`src/rtl/network_div_pkg.sv`:
```
// Shared constants and FSM state type for the sequential signed divider.
package network_div_pkg;
  localparam int DIV_DIVIDEND_W = 26;
  localparam int DIV_DIVISOR_W  = 10;
  localparam int DIV_QUOT_W     = 16;
  localparam int DIV_ITER       = 26;
  localparam int Q_MAX          = 32767;
  localparam int Q_MIN          = -32768;

  typedef enum logic [1:0] {IDLE, CALC, FIX, DONE} div_state_e;
endpackage

```
`src/rtl/network_div_sat_16.sv`:
```
// Applies the quotient sign to a 26-bit magnitude and clamps to the signed 16-bit range.
module network_div_sat_16
  import network_div_pkg::*;
(
  input  logic [DIV_DIVIDEND_W-1:0]    i_mag,
  input  logic                         i_neg,
  output logic signed [DIV_QUOT_W-1:0] o_dout,
  output logic                         o_ovf
);
  always_comb begin
    o_dout = '0;
    o_ovf  = 1'b0;
    if (!i_neg) begin
      if (i_mag > DIV_DIVIDEND_W'(Q_MAX)) begin
        o_dout = DIV_QUOT_W'(Q_MAX);
        o_ovf  = 1'b1;
      end else begin
        o_dout = i_mag[DIV_QUOT_W-1:0];
      end
    end else begin
      // Negative side reaches one further: a magnitude of 32768 is exactly Q_MIN.
      if (i_mag > DIV_DIVIDEND_W'(-Q_MIN)) begin
        o_dout = DIV_QUOT_W'(Q_MIN);
        o_ovf  = 1'b1;
      end else begin
        o_dout = ~i_mag[DIV_QUOT_W-1:0] + 16'd1;
      end
    end
  end
endmodule

```
`src/rtl/network_div_seq_26s_10s_16.sv`:
```
// Radix-2 restoring signed divider, 26s / 10s -> saturated 16s quotient plus exact remainder.
module network_div_seq_26s_10s_16
  import network_div_pkg::*;
#(
  parameter int ID         = 1,
  parameter int NUM_STAGE  = 28,
  parameter int din0_WIDTH = 26,
  parameter int din1_WIDTH = 10,
  parameter int dout_WIDTH = 16
) (
  input  logic                         clk,
  input  logic                         reset,
  input  logic                         ce,
  input  logic                         in_valid,
  output logic                         in_ready,
  input  logic signed [din0_WIDTH-1:0] din0,
  input  logic signed [din1_WIDTH-1:0] din1,
  output logic                         out_valid,
  input  logic                         out_ready,
  output logic signed [dout_WIDTH-1:0] dout,
  output logic signed [din1_WIDTH-1:0] rem,
  output logic                         ovf,
  output logic                         div0
);
  if (ID < 0 || NUM_STAGE != DIV_ITER + 2 || din0_WIDTH != DIV_DIVIDEND_W ||
      din1_WIDTH != DIV_DIVISOR_W || dout_WIDTH != DIV_QUOT_W) begin : g_cfg_err
    $error("network_div_seq_26s_10s_16: unsupported parameter set");
  end

  div_state_e                    r_state, w_state_nxt;
  logic [4:0]                    r_cnt;
  logic [din0_WIDTH-1:0]         r_q;
  logic [din1_WIDTH-1:0]         r_r;
  logic [din1_WIDTH:0]           r_d;
  logic                          r_s0, r_s1, r_z;
  logic                          r_out_valid, r_ovf, r_div0;
  logic signed [dout_WIDTH-1:0]  r_dout;
  logic signed [din1_WIDTH-1:0]  r_rem;

  logic [din0_WIDTH-1:0]         w_d0u, w_mag0;
  logic [din1_WIDTH:0]           w_d1x, w_mag1, w_trial, w_diff;
  logic                          w_ge;
  logic [din1_WIDTH-1:0]         w_rem_s;
  logic signed [dout_WIDTH-1:0]  w_sat_dout;
  logic                          w_sat_ovf;

  assign w_d0u  = din0;
  assign w_mag0 = w_d0u[din0_WIDTH-1] ? (~w_d0u + 26'd1) : w_d0u;
  // One extra bit so |-512| = 512 is representable.
  assign w_d1x  = {din1[din1_WIDTH-1], din1};
  assign w_mag1 = din1[din1_WIDTH-1] ? (~w_d1x + 11'd1) : w_d1x;

  assign w_trial = {r_r, r_q[din0_WIDTH-1]};
  assign w_diff  = w_trial - r_d;
  assign w_ge    = (w_trial >= r_d);
  assign w_rem_s = r_z ? '0 : (r_s0 ? (~r_r + 10'd1) : r_r);

  network_div_sat_16 u_sat (
    .i_mag  (r_q),
    .i_neg  (r_z ? r_s0 : (r_s0 ^ r_s1)),
    .o_dout (w_sat_dout),
    .o_ovf  (w_sat_ovf)
  );

  always_comb begin
    w_state_nxt = r_state;
    case (r_state)
      IDLE:    if (in_valid) w_state_nxt = CALC;
      CALC:    if (r_cnt == 5'd0) w_state_nxt = FIX;
      FIX:     w_state_nxt = DONE;
      DONE:    if (out_ready) w_state_nxt = IDLE;
      default: w_state_nxt = IDLE;
    endcase
  end

  // Control and output registers
  always_ff @(posedge clk or negedge reset) begin
    if (!reset) begin
      r_state     <= IDLE;
      r_cnt       <= '0;
      r_out_valid <= 1'b0;
      r_dout      <= '0;
      r_rem       <= '0;
      r_ovf       <= 1'b0;
      r_div0      <= 1'b0;
    end else if (ce) begin
      r_state <= w_state_nxt;
      case (r_state)
        IDLE: if (in_valid) r_cnt <= 5'(DIV_ITER - 1);
        CALC: r_cnt <= r_cnt - 5'd1;
        FIX: begin
          r_out_valid <= 1'b1;
          r_dout      <= w_sat_dout;
          r_rem       <= w_rem_s;
          r_ovf       <= w_sat_ovf | r_z;
          r_div0      <= r_z;
        end
        DONE: if (out_ready) begin
          r_out_valid <= 1'b0;
          r_ovf       <= 1'b0;
          r_div0      <= 1'b0;
        end
        default: ;
      endcase
    end
  end

  // Operand load and shift/subtract datapath
  always_ff @(posedge clk) begin
    if (ce) begin
      case (r_state)
        IDLE: if (in_valid) begin
          r_q  <= w_mag0;
          r_r  <= '0;
          r_d  <= w_mag1;
          r_s0 <= din0[din0_WIDTH-1];
          r_s1 <= din1[din1_WIDTH-1];
          r_z  <= (din1 == '0);
        end
        CALC: begin
          r_q <= {r_q[din0_WIDTH-2:0], w_ge};
          r_r <= w_ge ? 10'(w_diff) : 10'(w_trial);
        end
        default: ;
      endcase
    end
  end

  assign in_ready  = (r_state == IDLE) && reset;
  assign out_valid = r_out_valid;
  assign dout      = r_dout;
  assign rem       = r_rem;
  assign ovf       = r_ovf;
  assign div0      = r_div0;
endmodule

```
`config.mk`:
```
export PLATFORM = sky130hd
export DESIGN_NAME = network_div_seq_26s_10s_16
export DESIGN_NICKNAME = d
export VERILOG_FILES = /design/src/rtl/network_div_pkg.sv /design/src/rtl/network_div_sat_16.sv /design/src/rtl/network_div_seq_26s_10s_16.sv
export SDC_FILE = /design/constraint.sdc
export NUM_CORES = 1
export LEC_CHECK = 0
export BUFFER_PORTS_ARGS = -buffer_cell sky130_fd_sc_hd__buf_2
export CORE_ASPECT_RATIO = 0.75
export CORE_MARGIN = 3
export CORE_UTILIZATION = 35
export DETAILED_ROUTE_END_ITERATION = 6
export GPL_ROUTABILITY_DRIVEN = 1
export HOLD_SLACK_MARGIN = 0.15
export SLEW_MARGIN = 20
export SYNTH_ARGS = -nofsm -noshare
export SYNTH_HDL_FRONTEND = slang
export SYNTH_SLANG_ARGS = --single-unit
```
`constraint.sdc`:
```
create_clock -name clk -period 3.4 [get_ports clk]
set_clock_uncertainty 0.15 [all_clocks]
set_input_delay 0.17 -clock clk [delete_from_list [all_inputs] [get_ports clk]]
set_output_delay 0.17 -clock clk [all_outputs]
set_load 0.05 [all_outputs]
```
==> impl_results.md <==
- Global-route usage over all layers: roughly 17%
- Post-DRT Antenna Nets: 0
- Synth top area cells: edfxtp_1 27%, dfrtp_1 16%, ha_1 4.7%, xor2_1 4.4%, nand2_1 4.1%
- Sequential area share after synthesis: 43.1%
- Distinct cells, synth: 67
- Post-Syn Area: approximately 5600 um^2
- Fmax achieved: roughly 0.35 GHz
- Starting Density: between 30% and 40%
- Initial antenna violation count: 0
- Leakage power: 0.00264 uW
- CTS Buffer Depth: 2
- CTS tree: done
- Final hold vios: 0
- Most used flip-flop cell after synthesis: edfxtp_1
- Slew margin rel.: between 30 and 40%
- Cell count after synthesis: between 500 and 600
- Vias in the first global route: 4,472
- CP max FO: 11
- VDD IR-drop max: 0.290 mV
- Status: finished clean
- # diodes: 0
- Routed len/inst: 16.5 um
- Async SR Flop Fraction: approximately two fifths
- Worst Setup Start Kind: register
- # rows: 39
- Number of port buffers: 70
- Critical Path End Type: register
- Share of cells above drive strength 1: roughly 16%
- Final setup viols: 0
- YS warnings: 0
- Pwr Total: 5530 uW
- Worst Setup Path Type: reg2reg
- Postcts setup bufs: 0
- Vias/cell: 5.46
- Most frequent cells after synthesis: 61 x nand2_1, 50 x edfxtp_1, 37 x inv_1, 37 x nor2_1, 36 x dfrtp_1
- Most frequent cell on the critical path: a21oi_1
- Clk sink count: 86
- Chip width: 152 um
- Number of CTS-inserted buffers: 9
- GR Overflow Total: 0
- Busiest grt layer: met1
- Final Cycle Share: around 84%
- Pre-antenna DRT Iters: 5
- Sum Neg Setup Slack: 0 ps
- Cell Count, Final, Fillers Out: 890
- Fin nets: ~740
- Worst-path cell chain: ha_1, a21oi_1, a21oi_1, nor3_2, o21a_1, o31ai_1
- CTS Root Cell: clkbuf_16
- MaxCap Viol Count: 0
- Number of synthesized flops with an enable pin: 50
- P per Cell Area: around 810 nW/um^2
- First-pass GRT wire length: between 20,000 and 25,000 um
- Worst-skew pair later-pin latency: roughly 340 ps
- Met2 Use GR: a little under a quarter
- Hold WC Path Type: in2reg
- DP Cell Count: between 800 and 900
- Post-detail-place hpwl: roughly 11,000 um
- Fin. max-slew vios: 0
- Slowest stage cell, crit path: nor3_2
- Hold WS: about 160 ps
- Top cell type's share of synthesized area: 26.9%
- Via count: 4,855
- Top-count cell post-synth: nand2_1
- Met3 Track Usage GR: under 10%
- Largest net degree at the start of global routing: a little over 60
- Core area: between 15,000 and 20,000 um^2
- RSZ-0062 raised after global routing: no
- DIE HEIGHT: between 100 and 150 um
- Synth Register Bits: 86
- Mean area per synthesized cell: a little under 10 um^2
- Worst-Margin Slew: 911 ps
- Critical Path RT: between 3000 and 4000 ps
- Top Ports: ~70
- Layout area overhead: 22.8%
- CP Data Arrival Time: roughly 2800 ps
- Clock Pin Slew Worst Setup and Hold Paths: 60 ps
- Post-Syn Nets: approximately 640
- GP Congestion: around 0.87
- Met1 Use GR: between 20% and 30%
- H-tree Lvls: 3
- Residual DRC: 0
- Die ar.: roughly 17,000 um^2
- Crit-path max cell delay: around 530 ps
- DRT Wirelength: about 15,000 um
- Leading area contributor after synthesis: edfxtp_1
- Final min period: roughly 2900 ps
- Drt initial violations: about 350
per-layer routing:
metal	part of all wire, %	vias to the layer above
met2	40	166
met3	6.5	11
met4	1.0	0
met1	52	2321
met5	0	-
li1	-	2357
repair_timing:
item	in CTS	in global routing
endpoints found under the hold margin	73	0
resized for setup	0	0
hold buffers	40	0
flip-flops by register name, indices dropped and copies added, names as in the netlist:
name / flops
r_cnt: 5
ovf: 1
r_d: 11
r_s0: 1
r_s1: 1
r_q: 26
rem: 10
r_z: 1
div0: 1
r_state: 2
r_r: 10
out_valid: 1
dout: 16
path summary, 6_finish.rpt:
| check | startpoint | to | slack (ps) | cells past startpoint |
|---|---|---|---|---|
| setup / recovery | r_r[7] | r_r[3] | 530 | 6 |
| hold / removal | din0[3] | r_q[3] | 160 | 3 |
| setup reg to reg | r_r[7] | r_r[3] | 530 | 6 |
| hold reg to reg | rem[9] | rem[9] | 330 | 2 |
| max in group asynchronous | reset | rem[2] | 2510 | 3 |
| min in group asynchronous | reset | dout[2] | 250 | 3 |
report_power, final:
group	leakage (uW)	switching (uW)	internal, uW	total, uW
Clock	0.000144	390	642	1030
Combinational	0.00160	1690	803	2500
Sequential	0.000893	397	1600	2000
Total	0.00264	2480	3050	5530
cell usage in the layout (no fill, tap or decap), types with 10 or more instances in the layout:
cell type,count
nand2_1,61
nor3_1,19
xnor2_1,20
o21ai_0,33
o31ai_1,21
dlygate4sd3_1,40
xor2_1,28
ha_1,20
edfxtp_1,50
o2111ai_1,12
dfrtp_1,36
buf_2,70
nand3_1,11
inv_1,37
o21ai_1,18
nor2_1,37
a21oi_1,18
nand2b_1,10
critical path: cells and delay by family, from the launching register on:
kind,cells,cell delay [ps]
AND/OR/NAND/NOR,1,530
AO/OA/AOI/OAI,4,1040
adder cells (fa/ha/maj),1,400
flip-flops,1,470
through the flow:
stage,cell area (um^2),setup WS [ps],utilization (%)
global placement,6130,375,39.8
finish,6840,535,44.4
detailed placement,6130,266,39.8
global route,6840,420,44.4
floorplan,5570,925,-
CTS,6840,249,44.4
cells by family after synthesis:
family                   Yosys count  synth area share (%)
multiplexers                       7                  1.35
buffers and inverters             63                  4.33
adder cells (fa/ha/maj)           22                  5.08
other                              1                0.0673
flip-flops                        86                  43.1
XOR/XNOR                          48                  7.55
AO/OA/AOI/OAI                    160                  20.5
AND/OR/NAND/NOR                  191                  18.0
area by class of cell:
cell class,instances,area [um^2]
Clock buffer,12,236
Clock inverter,4,71.3
Fill cell,1535,8580
Inverter,37,139
Multi-Input combinational cell,429,2940
Sequential cell,86,2400
Tap cell,205,256
Timing Repair Buffer,117,803
Power figures use the tool's default switching activity.
